## src/rtl/vote_pkg.sv

```systemverilog
// vote_pkg -- shared definitions for the ballot-collection stage.
//   NUM_VOTERS   : number of voters feeding the majority decoder (4)
//   vote_state_t : session state (IDLE, OPEN, DONE)
//   ballot_t     : one bit per voter, 1 = yes
package vote_pkg;

  localparam int NUM_VOTERS = 4;

  typedef enum logic [1:0] {
    IDLE = 2'd0,
    OPEN = 2'd1,
    DONE = 2'd2
  } vote_state_t;

  typedef logic [NUM_VOTERS-1:0] ballot_t;

endpackage

```

## src/rtl/btn_edge_detect.sv

```systemverilog
// btn_edge_detect -- rising-edge detector for a bank of pre-synchronised
// button levels. The history register samples every cycle regardless of
// what the consumer is doing, so a button held across a session boundary
// produces no edge until it is released and pressed again.
// Ports:
//   clk  : rising-edge clock
//   rst  : synchronous active-high reset (clears history)
//   btn  : [WIDTH] button levels
//   rise : [WIDTH] one-cycle pulse where btn is 1 and was 0 last cycle
module btn_edge_detect #(
  parameter int WIDTH = 4
) (
  input  logic             clk,
  input  logic             rst,
  input  logic [WIDTH-1:0] btn,
  output logic [WIDTH-1:0] rise
);

  logic [WIDTH-1:0] hist;

  // NOTE: sequential state uses non-blocking assignments so every register
  // samples the pre-edge value of its inputs regardless of block ordering.
  always_ff @(posedge clk) begin
    if (rst) hist <= '0;
    else     hist <= btn;
  end

  assign rise = btn & ~hist;

endmodule

```

## src/rtl/vote_collector.sv

```systemverilog
// vote_collector -- opens a voting session on start, records one yes/no vote
// per voter from button edges, closes on close / all votes cast / timeout,
// then holds the ballot with a valid/ack handshake for the majority decoder.
// Unvoted voters read as "no" (ballot bit 0).
//
// Optional feature: define VOTE_TIMEOUT_EN to build the session timer, the
// timeout close condition and the timed_out flag. Without it the session
// closes only on close or four votes, and timed_out is constant 0.
//
// Ports:
//   clk          : rising-edge clock
//   rst          : synchronous active-high reset
//   start        : pulse, opens a session (IDLE only)
//   close        : pulse, ends the session early (OPEN only)
//   yes_btn[4]   : per-voter yes button level
//   no_btn[4]    : per-voter no button level
//   ack          : consumer has sampled the ballot (DONE only)
//   ballot[4]    : bit i = voter i voted yes
//   ballot_valid : high throughout DONE
//   voting_open  : high throughout OPEN
//   voted[4]     : bit i = voter i has voted this session
//   timed_out    : session closed by timeout; cleared on start
module vote_collector
  import vote_pkg::*;
#(
  parameter int TIMEOUT_CYCLES = 1000,
  parameter int TMR_W          = 16
) (
  input  logic                  clk,
  input  logic                  rst,
  input  logic                  start,
  input  logic                  close,
  input  logic [NUM_VOTERS-1:0] yes_btn,
  input  logic [NUM_VOTERS-1:0] no_btn,
  input  logic                  ack,
  output ballot_t               ballot,
  output logic                  ballot_valid,
  output logic                  voting_open,
  output logic [NUM_VOTERS-1:0] voted,
  output logic                  timed_out
);

  vote_state_t           state;
  logic [NUM_VOTERS-1:0] yes_rise;
  logic [NUM_VOTERS-1:0] no_rise;
  logic [NUM_VOTERS-1:0] accept;
  logic [NUM_VOTERS-1:0] voted_next;
  ballot_t               ballot_next;
  logic                  all_voted;
  logic                  tmr_expired;

  btn_edge_detect #(.WIDTH(NUM_VOTERS)) u_yes_edge (
    .clk  (clk),
    .rst  (rst),
    .btn  (yes_btn),
    .rise (yes_rise)
  );

  btn_edge_detect #(.WIDTH(NUM_VOTERS)) u_no_edge (
    .clk  (clk),
    .rst  (rst),
    .btn  (no_btn),
    .rise (no_rise)
  );

`ifdef VOTE_TIMEOUT_EN
  logic [TMR_W-1:0] timer;
  assign tmr_expired = (timer == TMR_W'(TIMEOUT_CYCLES - 1));
`else
  assign tmr_expired = 1'b0;
  assign timed_out   = 1'b0;
  // Timer configuration has no effect without the timeout feature.
  logic unused_cfg;
  assign unused_cfg = (TIMEOUT_CYCLES == TMR_W);
`endif

  // A vote needs exactly one edge (yes XOR no) from a voter that has not yet
  // voted; a simultaneous yes+no press is dropped and the voter may retry.
  // NOTE: every always_comb output gets a default first, so no path can
  // leave a signal unassigned and infer a latch.
  always_comb begin
    accept      = '0;
    voted_next  = voted;
    ballot_next = ballot;
    accept      = ~voted & (yes_rise ^ no_rise);
    voted_next  = voted | accept;
    ballot_next = (ballot & ~accept) | (yes_rise & accept);
  end

  assign all_voted = &voted_next;

  always_ff @(posedge clk) begin
    if (rst) begin
      state        <= IDLE;
      ballot       <= '0;
      voted        <= '0;
      ballot_valid <= 1'b0;
      voting_open  <= 1'b0;
`ifdef VOTE_TIMEOUT_EN
      timer        <= '0;
      timed_out    <= 1'b0;
`endif
    end else begin
      unique case (state)
        IDLE: begin
          if (start) begin
            state       <= OPEN;
            voting_open <= 1'b1;
            ballot      <= '0;
            voted       <= '0;
`ifdef VOTE_TIMEOUT_EN
            timer       <= '0;
            timed_out   <= 1'b0;
`endif
          end
        end

        OPEN: begin
          // Votes arriving on the closing cycle still count.
          ballot <= ballot_next;
          voted  <= voted_next;
          if (close || all_voted || tmr_expired) begin
            state        <= DONE;
            voting_open  <= 1'b0;
            ballot_valid <= 1'b1;
`ifdef VOTE_TIMEOUT_EN
            // Only attribute the close to the timer when nothing else fired.
            timed_out    <= !close && !all_voted;
`endif
          end else begin
`ifdef VOTE_TIMEOUT_EN
            timer <= timer + TMR_W'(1);
`endif
          end
        end

        DONE: begin
          if (ack) begin
            state        <= IDLE;
            ballot_valid <= 1'b0;
          end
        end

        default: begin
          state        <= IDLE;
          voting_open  <= 1'b0;
          ballot_valid <= 1'b0;
        end
      endcase
    end
  end

endmodule

```

## config.mk

```make
export PLATFORM = sky130hd
export DESIGN_NAME = vote_collector
export DESIGN_NICKNAME = d
export VERILOG_FILES = /design/src/rtl/vote_pkg.sv /design/src/rtl/btn_edge_detect.sv /design/src/rtl/vote_collector.sv
export SDC_FILE = /design/constraint.sdc
export NUM_CORES = 1
export LEC_CHECK = 0
export ABC_AREA = 1
export CORE_ASPECT_RATIO = 0.9
export CORE_UTILIZATION = 47
export DETAILED_ROUTE_END_ITERATION = 8
export GPL_ROUTABILITY_DRIVEN = 0
export GPL_TIMING_DRIVEN = 1
export MAX_ROUTING_LAYER = met4
export PLACE_DENSITY = 0.77
export SKIP_CTS_REPAIR_TIMING = 1
export SLEW_MARGIN = 5
export SYNTH_ARGS = -nofsm -noshare
export SYNTH_HDL_FRONTEND = slang
export SYNTH_SLANG_ARGS = --single-unit
```

## constraint.sdc

```tcl
create_clock -name clk -period 1.3 [get_ports clk]
set_input_delay 0.13 -clock clk [delete_from_list [all_inputs] [get_ports clk]]
set_output_delay 0.13 -clock clk [all_outputs]
set_load 0.05 [all_outputs]
```

==> out/qor.yml <==
pre_cts_ws_ps: -237
cp_slowest_cell: "dfxtp_2"
arrival_ps: 1510
totalWireLength_um: 2400
track_usage_pct: 24.5
antenna_found_initial: 0
drc: 0
setup_slack_ps: 52.2
viasPerCell: 5.03
drt_pass1_iterations: 5
crit_family: "compound AO/OA/AOI/OAI gates"
drtIter0Drc: 13
fmax_ghz: 0.801
area_growth_pct: 52.7
synth.top_cell.area_share_pct: 42.6
p_sw_uw: 460
cts_tree: "yes"
cts_buffers: 3
clk_path_buf_depth: 2
finClkSkew_ps: 17.0
netlist_area_um2: 940
cts-root-buf: "clkbuf_4"
io_buffer_count: 22
diodes: 0
synth.distinct_cells: 24
slew_violations: 0
initial_utilization_pct: 53.1
startpoint_type: "flip-flop"
htreeDepth: 1
end_kind: "flip-flop"
final_nets: 175
drv_cap: 0
grt_pass1_wl_um: 3800
dr_total_vias: 931
seqPwrFrac_pct: 42.9
path_max_fanout: 2
combPwrFrac_pct: 25.0
status: "finished, final reports clean"
p_int_uw: 1150
ant_nets: 0
synthFlopType: "dfxtp_1"
dieArea_um2: 2180
p_leak_uw: 0.000649
cpPeakStageDelay_ps: 360
avgSynthCellArea_um2: 7.40
p_sw_share_pct: 28.6
powerDensity_nw_per_um2: 1120
crit_required_ps: 1560
die-height_um: 44.4
synth_seq_cells: 20
rows: 14
fin_crit_ps: 1250
pin_count: 24
design.core.area_um2: 1770
routedWlPerCell_um: 13.0
fp.dieW_um: 49.1
ys_seq_area_share_pct: 42.6
cts_sinks: 20
synthTopCellsByArea: "dfxtp_1 (43%), nand2_1 (8.8%), inv_1 (8.4%)"
report.final.hold_viol_count: 0
syn_inst: 127
clk_latency_ps: 320
place_hpwl_um: 1590
fin_util_pct: 81.1
p_clk_share_pct: 32.1
first_global_vias: 852
hold_class: "input port to flip-flop"
synth-edff-count: 0
crit_type: "flip-flop to flip-flop"
synth_common_cells: "nand2_1 (22), inv_1 (21), dfxtp_1 (20), nor2_1 (16), a21oi_1 (11)"
yosys.area.top_type: "dfxtp_1"
clk_pin_slew_ps: 120
worstPathCellList: "inv_2, nand2_2, nand3_2, buf_4, buf_4, a21oi_1, o221ai_1, a21oi_1"
grt_max_degree: 13
drive_above_1_share_pct: 34.8
ir_worst_vdd_mv: 1.09
ys.warnings.count: 0
synth_nets: 140
fin_crit_sh_pct: 96.0
cp_num_buf_inv: 3
async_reset_ff_share_pct: 0
yosysMostFrequentCell: "nand2_1"
overflow: 0
setup_viol: 0
[power by group through the flow]
stage	clock network, uW	registers [uW]	logic (uW)
2_1_floorplan	0	745	164
3_3_place_gp	0	699	370
3_5_place_dp	0	702	379
4_1_cts	525	689	386
5_1_grt	546	694	429
6_report	516	689	401
[cell families after synthesis]
group           share of synthesized area [%]
simple gates                             28.1
buf+inv                                  11.7
compound gates                           17.2
flops                                    42.6
other cells                             0.399
[placed cells by master, fill, tap and decap left out, drive strengths merged]
cell           instances
dfxtp                 20
conb                   1
dlymetal6s2s           1
a22oi                  4
nor2                  21
bufinv                 1
clkdlybuf4s50         11
o21ai                  7
a21oi                 12
nor3                   1
clkbuf                 3
nand3b                 1
buf                   21
o221ai                 2
nand3                  6
inv                   25
nand2                 24
[stage by stage]
step | instance area, um^2 | std cells | setup TNS [ps] | hold WS, ps | power, uW
final | 1440 | 185 | 0 | 184 | 1610
after global placement | 1350 | 179 | -641 | 488 | 1070
after CTS | 1400 | 183 | 0 | 336 | 1600
after detailed placement | 1350 | 179 | -965 | 495 | 1080
after floorplan | 945 | 127 | 0 | 237 | 909
after global routing | 1440 | 185 | -19.1 | 187 | 1670
[flip-flops by register name (all words and copies together) (netlist names)]
name and flops:
u_yes_edge.hist 4, ballot 4, voted 4, u_no_edge.hist 4, voting_open 1, state 2, ballot_valid 1
[worst paths after layout]
check	startpoint	to	slack, ps	cells past startpoint
max	u_yes_edge.hist[2]$_SDFF_PP0_	ballot[2]$_SDFFE_PP0P_	50	8
min	yes_btn[2]	u_yes_edge.hist[2]$_SDFF_PP0_	180	4
max reg2reg	u_yes_edge.hist[2]$_SDFF_PP0_	ballot[2]$_SDFFE_PP0P_	50	8
min reg2reg	voting_open$_SDFFE_PP0P_	voting_open$_SDFFE_PP0P_	520	2
[per-layer routing]
| metal | wire, um | GRT usage [%] | vias to the layer above |
|---|---|---|---|
| li1 | - | - | 463 |
| met1 | 933 | 22.9 | 422 |
| met5 | 0 | - | - |
| met3 | 120 | 7.90 | 14 |
| met2 | 1250 | 45.5 | 32 |
| met4 | 89 | 12.4 | 0 |
[worst register-to-register path: stages, from the launching register on]
cell,delay [ps]
dfxtp_2,360
inv_2,40
nand2_2,50
nand3_2,90
buf_4,150
buf_4,120
a21oi_1,130
o221ai_1,120
a21oi_1,130
[layout make-up]
class / instances / area (um^2)
Multi-Input combinational cell: 79 / 445
Sequential cell: 20 / 408
Timing Repair Buffer: 33 / 405
Fill cell: 118 / 334
Inverter: 25 / 93.8
Clock inverter: 1 / 30.0
Tap cell: 24 / 30.0
Clock buffer: 3 / 22.5
No activity file was read; power rests on OpenSTA's default activity.
